==> config.mk <==
export PLATFORM = sky130hd
export DESIGN_NAME = seq_divider32_flat
export DESIGN_NICKNAME = d
export VERILOG_FILES = /design/src/rtl/div_pkg.sv /design/src/rtl/seq_divider32_if.sv /design/src/rtl/div_step.sv /design/src/rtl/seq_divider32.sv /design/src/flat_wrapper.sv
export SDC_FILE = /design/constraint.sdc
export NUM_CORES = 1
export LEC_CHECK = 0
export CORE_UTILIZATION = 38
export DETAILED_ROUTE_END_ITERATION = 6
export PLACE_DENSITY = 0.6
export SLEW_MARGIN = 20
export SYNTH_ARGS = -nofsm -noshare
export SYNTH_HDL_FRONTEND = slang
export SYNTH_HIERARCHICAL = 1
export SYNTH_SLANG_ARGS = --single-unit
==> constraint.sdc <==
create_clock -name clk -period 9.2 [get_ports clk]
set_clock_uncertainty 0.1 [all_clocks]
set_input_delay 1.84 -clock clk [delete_from_list [all_inputs] [get_ports clk]]
set_output_delay 1.84 -clock clk [all_outputs]
set_load 0.005 [all_outputs]
==> src/rtl/div_pkg.sv <==
// Shared definitions for the sequential divider: state encoding and default sizes.
package div_pkg;
  localparam int DIV_WIDTH = 32;
  localparam int DIV_CNT_W = 6;

  typedef enum logic [1:0] {
    DIV_IDLE = 2'd0,
    DIV_RUN  = 2'd1,
    DIV_DONE = 2'd2
  } div_state_e;
endpackage

==> src/rtl/seq_divider32_if.sv <==
// Request/response bundle between a controller (master) and the divider (slave).
interface seq_divider32_if
  import div_pkg::*;
#(
  parameter int WIDTH = DIV_WIDTH
);
  logic             start;
  logic [WIDTH-1:0] dividend;
  logic [WIDTH-1:0] divisor;
  logic             busy;
  logic             done;
  logic [WIDTH-1:0] quotient;
  logic [WIDTH-1:0] remainder;
  logic             div_by_zero;

  modport master (
    output start, dividend, divisor,
    input  busy, done, quotient, remainder, div_by_zero
  );
  modport slave (
    input  start, dividend, divisor,
    output busy, done, quotient, remainder, div_by_zero
  );
endinterface

==> src/rtl/div_step.sv <==
// One combinational restoring-division step: shift in the next dividend bit,
// trial-subtract the divisor, keep the difference if it did not borrow.
module div_step #(
  parameter int WIDTH = 32
) (
  input  logic [WIDTH-1:0] i_prem,
  input  logic             i_qmsb,
  input  logic [WIDTH-1:0] i_divisor,
  output logic [WIDTH-1:0] o_prem,
  output logic             o_qbit
);
  logic [WIDTH:0] w_shift;
  logic [WIDTH:0] w_trial;

  assign w_shift = {i_prem, i_qmsb};
  assign w_trial = w_shift - {1'b0, i_divisor};
  assign o_qbit  = ~w_trial[WIDTH];
  // The selected partial remainder is always below the divisor, so its top bit is zero.
  assign o_prem  = o_qbit ? w_trial[WIDTH-1:0] : w_shift[WIDTH-1:0];
endmodule

==> src/rtl/seq_divider32.sv <==
// Multi-cycle restoring divider, one quotient bit per clock, WIDTH steps per divide.
// Define DIVIDER_SIGNED_EN to build two's-complement operand/result sign handling.
module seq_divider32
  import div_pkg::*;
#(
  parameter int WIDTH = DIV_WIDTH,
  parameter int CNT_W = DIV_CNT_W
) (
  input  logic           clk,
  input  logic           reset,
  seq_divider32_if.slave bus
);
  div_state_e       r_state, w_state_nxt;
  logic [CNT_W-1:0] r_cnt;
  logic [WIDTH-1:0] r_prem;
  logic [WIDTH-1:0] r_qsr;
  logic [WIDTH-1:0] r_dvsr;
  logic [WIDTH-1:0] r_quot;
  logic [WIDTH-1:0] r_rem;
  logic             r_dbz;

  logic             w_accept;
  logic             w_zero;
  logic             w_last;
  logic [WIDTH-1:0] w_prem_nxt;
  logic             w_qbit;
  logic [WIDTH-1:0] w_uq;
  logic [WIDTH-1:0] w_op_a, w_op_b, w_q_fix, w_r_fix;

  assign w_accept = bus.start && (r_state == DIV_IDLE || r_state == DIV_DONE);
  assign w_zero   = (bus.divisor == '0);
  assign w_last   = (r_cnt == CNT_W'(WIDTH-1));

  div_step #(.WIDTH(WIDTH)) u_step (
    .i_prem    (r_prem),
    .i_qmsb    (r_qsr[WIDTH-1]),
    .i_divisor (r_dvsr),
    .o_prem    (w_prem_nxt),
    .o_qbit    (w_qbit)
  );

  assign w_uq = {r_qsr[WIDTH-2:0], w_qbit};

`ifdef DIVIDER_SIGNED_EN
  logic r_neg_q, r_neg_r;

  assign w_op_a  = bus.dividend[WIDTH-1] ? -bus.dividend : bus.dividend;
  assign w_op_b  = bus.divisor[WIDTH-1]  ? -bus.divisor  : bus.divisor;
  // MIN/-1 falls out naturally: magnitude 2**(WIDTH-1) negated wraps to itself.
  assign w_q_fix = r_neg_q ? -w_uq : w_uq;
  assign w_r_fix = r_neg_r ? -w_prem_nxt : w_prem_nxt;

  always_ff @(posedge clk) begin
    if (reset) begin
      r_neg_q <= 1'b0;
      r_neg_r <= 1'b0;
    end else if (w_accept) begin
      r_neg_q <= bus.dividend[WIDTH-1] ^ bus.divisor[WIDTH-1];
      r_neg_r <= bus.dividend[WIDTH-1];
    end
  end
`else
  assign w_op_a  = bus.dividend;
  assign w_op_b  = bus.divisor;
  assign w_q_fix = w_uq;
  assign w_r_fix = w_prem_nxt;
`endif

  always_comb begin
    w_state_nxt = r_state;
    case (r_state)
      DIV_IDLE, DIV_DONE:
        w_state_nxt = bus.start ? (w_zero ? DIV_DONE : DIV_RUN) : DIV_IDLE;
      DIV_RUN:
        if (w_last) w_state_nxt = DIV_DONE;
      default:
        w_state_nxt = DIV_IDLE;
    endcase
  end

  always_ff @(posedge clk) begin
    if (reset) begin
      r_state <= DIV_IDLE;
      r_cnt   <= '0;
      r_prem  <= '0;
      r_qsr   <= '0;
      r_dvsr  <= '0;
      r_quot  <= '0;
      r_rem   <= '0;
      r_dbz   <= 1'b0;
    end else begin
      r_state <= w_state_nxt;
      if (w_accept) begin
        r_prem <= '0;
        r_qsr  <= w_op_a;
        r_dvsr <= w_op_b;
        r_cnt  <= '0;
        r_dbz  <= w_zero;
        // Zero divisor skips RUN; the raw dividend is returned as the remainder.
        if (w_zero) begin
          r_quot <= '1;
          r_rem  <= bus.dividend;
        end
      end else if (r_state == DIV_RUN) begin
        r_prem <= w_prem_nxt;
        r_qsr  <= w_uq;
        r_cnt  <= r_cnt + CNT_W'(1);
        if (w_last) begin
          r_quot <= w_q_fix;
          r_rem  <= w_r_fix;
        end
      end
    end
  end

  assign bus.busy        = (r_state == DIV_RUN);
  assign bus.done        = (r_state == DIV_DONE);
  assign bus.quotient    = r_quot;
  assign bus.remainder   = r_rem;
  assign bus.div_by_zero = r_dbz;
endmodule
==> src/flat_wrapper.sv <==
// flat-port wrapper written by rule: the top's interface ports become plain ports
module seq_divider32_flat import div_pkg::*;
#(
  parameter int WIDTH = DIV_WIDTH,
  parameter int CNT_W = DIV_CNT_W
)
  (clk, reset, bus_start, bus_dividend, bus_divisor, bus_busy, bus_done, bus_quotient, bus_remainder, bus_div_by_zero);
  seq_divider32_if #(.WIDTH(WIDTH)) bus_i ();
  input  logic clk;
  input  logic reset;
  input wire logic [$bits(bus_i.start)-1:0] bus_start;
  input wire logic [$bits(bus_i.dividend)-1:0] bus_dividend;
  input wire logic [$bits(bus_i.divisor)-1:0] bus_divisor;
  output wire logic [$bits(bus_i.busy)-1:0] bus_busy;
  output wire logic [$bits(bus_i.done)-1:0] bus_done;
  output wire logic [$bits(bus_i.quotient)-1:0] bus_quotient;
  output wire logic [$bits(bus_i.remainder)-1:0] bus_remainder;
  output wire logic [$bits(bus_i.div_by_zero)-1:0] bus_div_by_zero;
  assign bus_i.start = bus_start;
  assign bus_i.dividend = bus_dividend;
  assign bus_i.divisor = bus_divisor;
  assign bus_busy = bus_i.busy;
  assign bus_done = bus_i.done;
  assign bus_quotient = bus_i.quotient;
  assign bus_remainder = bus_i.remainder;
  assign bus_div_by_zero = bus_i.div_by_zero;
  seq_divider32 #(.WIDTH(WIDTH), .CNT_W(CNT_W)) u_core (.clk(clk), .reset(reset), .bus(bus_i));
endmodule
==> run_results.csv <==
group,metric,value,unit
outcome,status,"complete, no violations",
critical_path,critical_path_depth,5,
clock_tree,postCtsSetupBuffers,0,
routing,avgViaCountPerCell,5.39,
timing,finalSetupViolCount,0,
critical_path,criticalPathCategory,"in -> reg",
synth,synth_area_per_cell,7.94,sq um
clock_tree,cts.path.max_buffers,2,
critical_path,slowest_stage,"clkinv_1",
finish,synthToLayoutAreaGrowth,22.8,%
clock_tree,clk_pin_slew,0.07,ns
placement,dp_slack,4.00,ns
placement,port_buffers,133,
critical_path,reg2reg_depth,17,
finish,drive_gt1_share,9.60,%
finish,antenna-diode-count,0,
clock_tree,root_buffer,"clkbuf_16",
timing,layout_min_cycle_time,4.79,ns
finish,design_area,0.0111,sq mm
critical_path,cp_num_buf_inv,3,
grt,overflow,0,
synth,syn-instance-count,1142,
synth,syn_area,0.00907,sq mm
critical_path,path_cells,"buf_2 -> clkinv_1 -> nand2_1 -> buf_4 -> a21oi_1",
timing,fin_crit_sh,52.0,%
critical_path,worst-path-max-fanout,40,
grt,grt_pass1_wl,42900,um
power,ir_worst_vdd,0.0859,mV
synth,synthFlopType,"dfxtp_1",
synth,synth-edff-count,0,
critical_path,critPathMaxStageDelay,1.16,ns
routing,first_pass_iters,5,
critical_path,worstPathArrival,5.00,ns
synth,yosysSeqAreaShare,37.3,%
routing,wl_per_cell,17.5,um
grt,grt_pass1_vias,7803,
synth,async_flop_share,0,%
placement,gp_congestion,0.843,
floorplan,die_h,157,um
finish,final_util,47.5,%
floorplan,ioPinCount,134,
timing,worst_slack,4.41,ns
finish,final_net_count,1327,
synth,ys_types,65,
routing,antenna_left,0,
timing,final_max_slew_viol_count,0,
clock_tree,clock_latency,0.44,ns
critical_path,critPathLaunchType,"input port",
timing,tightest_slew,1.15,ns
clock_tree,cts_tree,"yes",
critical_path,cp_top_family,"buffers and inverters",
grt,antenna_found_initial,0,
timing,slew_headroom,23.1,%
routing,drc_errors,0,
timing,tns,0,ns
grt,grtUsageTotal,22.6,%
clock_tree,clock_sinks,169,
timing,rsz0062_at_grt,"false",
synth,synth_seq_cells,169,
floorplan,initial_utilization,38.6,%
clock_tree,cts-resized-gates,0,
synth,syn-num-nets,1243,
clock_tree,h-tree-depth,4,
min_path,hold_depth,2,
placement,dp_hpwl,18700,um
grt,grt_max_degree,74,
clock_tree,cts_buffers,17,
routing,first_iter_violations,626,
timing,hold_viol_final,0,
synth,yosys_warnings,6,
floorplan,num_rows,56,
power,leakage,4.31,nW
timing,hold_ws,0.357,ns
critical_path,crit_required,9.41,ns
floorplan,dieArea,0.0245,sq mm
floorplan,core-area,0.0235,sq mm
routing,wirelength,27300,um
critical_path,endpoint_kind,"flop",
timing,max_freq,209,MHz
placement,place_area,0.0105,sq mm
power,p_per_area,189,mW/mm^2
min_path,holdCritPathClass,"reg -> reg",
routing,num_vias,8402,
clock_tree,cts_hold_buf,0,
job,maxCapViolations,0,
floorplan,die_w,157,um
## sequential cells by signal (all words and copies together), names as in the netlist
name,flops
u_core/bus.quotient,32
u_core/bus.remainder,32
u_core/r_dvsr,32
u_core/r_prem,32
u_core/r_qsr,32
u_core/r_cnt,6
u_core/r_state,2
u_core/bus.div_by_zero,1
## cells in the mapped netlist (4+ instances only)
cell         n  area share (%)
xnor2_1     15             1.4
clkbuf_1    42             1.7
nor2_1      48             2.0
dfxtp_1    169              37
nor3_1       6            0.33
o221a_2     32             4.0
mux2_4      19             3.1
buf_1        8            0.33
nor4_1       8            0.55
inv_1       39             1.6
o2111ai_1    4            0.39
mux2_2       4            0.50
a31oi_1     36             2.5
o31ai_1      4            0.33
nand4_1      9            0.62
buf_2       23             1.3
nand2_1    318              13
xor2_1      15             1.4
ha_1        33             4.6
a21oi_1    128             7.1
nand2b_1     4            0.28
o21a_1       5            0.41
a21o_1      45             3.7
a211o_1     32             3.1
and3_1       7            0.48
nand3_1     14            0.77
nor2b_1      4            0.28
or3_1        4            0.28
o21ai_0     21             1.2
## per-stage QoR
step	power, mW	instances
2_1_floorplan	1.22	1142
3_3_place_gp	1.36	1526
3_5_place_dp	1.35	1526
4_1_cts	2.11	1558
5_1_grt	2.19	1558
6_report	2.10	1558
## layer usage
| layer | part of all wire, % | global-route usage (%) |
|---|---|---|
| met5 | 0 | 0 |
| met4 | 1.6 | 6.07 |
| met3 | 5.9 | 3.88 |
| met2 | 43 | 33.7 |
| met1 | 49 | 33.3 |
## power by group
part | switching [mW] | internal [mW] | total [mW]
Combinational | 0.337 | 0.235 | 0.572
Clock | 0.357 | 0.394 | 0.752
Sequential | 0.0208 | 0.758 | 0.779
Total | 0.715 | 1.39 | 2.10
## layout by cell type, fill, tap and decap left out, types with 5 or more instances in the layout
cell,count
nand2_1,318
nor2_1,46
mux2_4,19
o21a_1,5
inv_8,5
a211o_1,32
nor4_1,8
inv_1,39
nor3_1,6
xor2_1,15
nand3_1,13
a21o_1,45
a31oi_1,36
buf_4,11
ha_1,33
clkinv_8,5
dfxtp_1,169
o21ai_0,21
nand4_1,9
xnor2_1,15
o221a_2,32
and3_1,7
clkdlybuf4s50_1,132
clkbuf_16,17
a21oi_1,128
## worst paths after layout
check	start	end	slack, ns
max	reset	u_core/r_prem[11]	4.41
min	u_core/r_dvsr[21]	u_core/r_dvsr[21]	0.36
max reg2reg	u_core/r_qsr[31]	u_core/bus.remainder[17]	4.85
min reg2reg	u_core/r_dvsr[21]	u_core/r_dvsr[21]	0.36
## cells by family after synthesis
logic type                 after synthesis  share of synthesized area (%)
AOI/OAI and AO/OA                      331                           25.2
xor gates and xnor gates                30                           2.90
adders and majority gates               34                           4.77
buffers and inverters                  121                           6.19
DFF                                    169                           37.3
muxes                                   25                           4.00
and+or+nand+nor                        432                           19.6
## worst min-delay path, delay by kind of cell (launching register included)
kind,cells,cell delay (ns)
DFF,1,0.31
and+or+nand+nor,1,0.05
AOI/OAI and AO/OA,1,0.05
## area by class of cell
cell class / count / area, sq um
fillers: 2316 / 12300
multi-input cells: 852 / 5160
flip-flops and latches: 169 / 3380
repair buffers: 144 / 1410
clock buffers: 17 / 425
well taps: 319 / 399
clock inverters: 15 / 200
inverters: 42 / 165
Note: power is estimated with default switching activity, not from simulation.
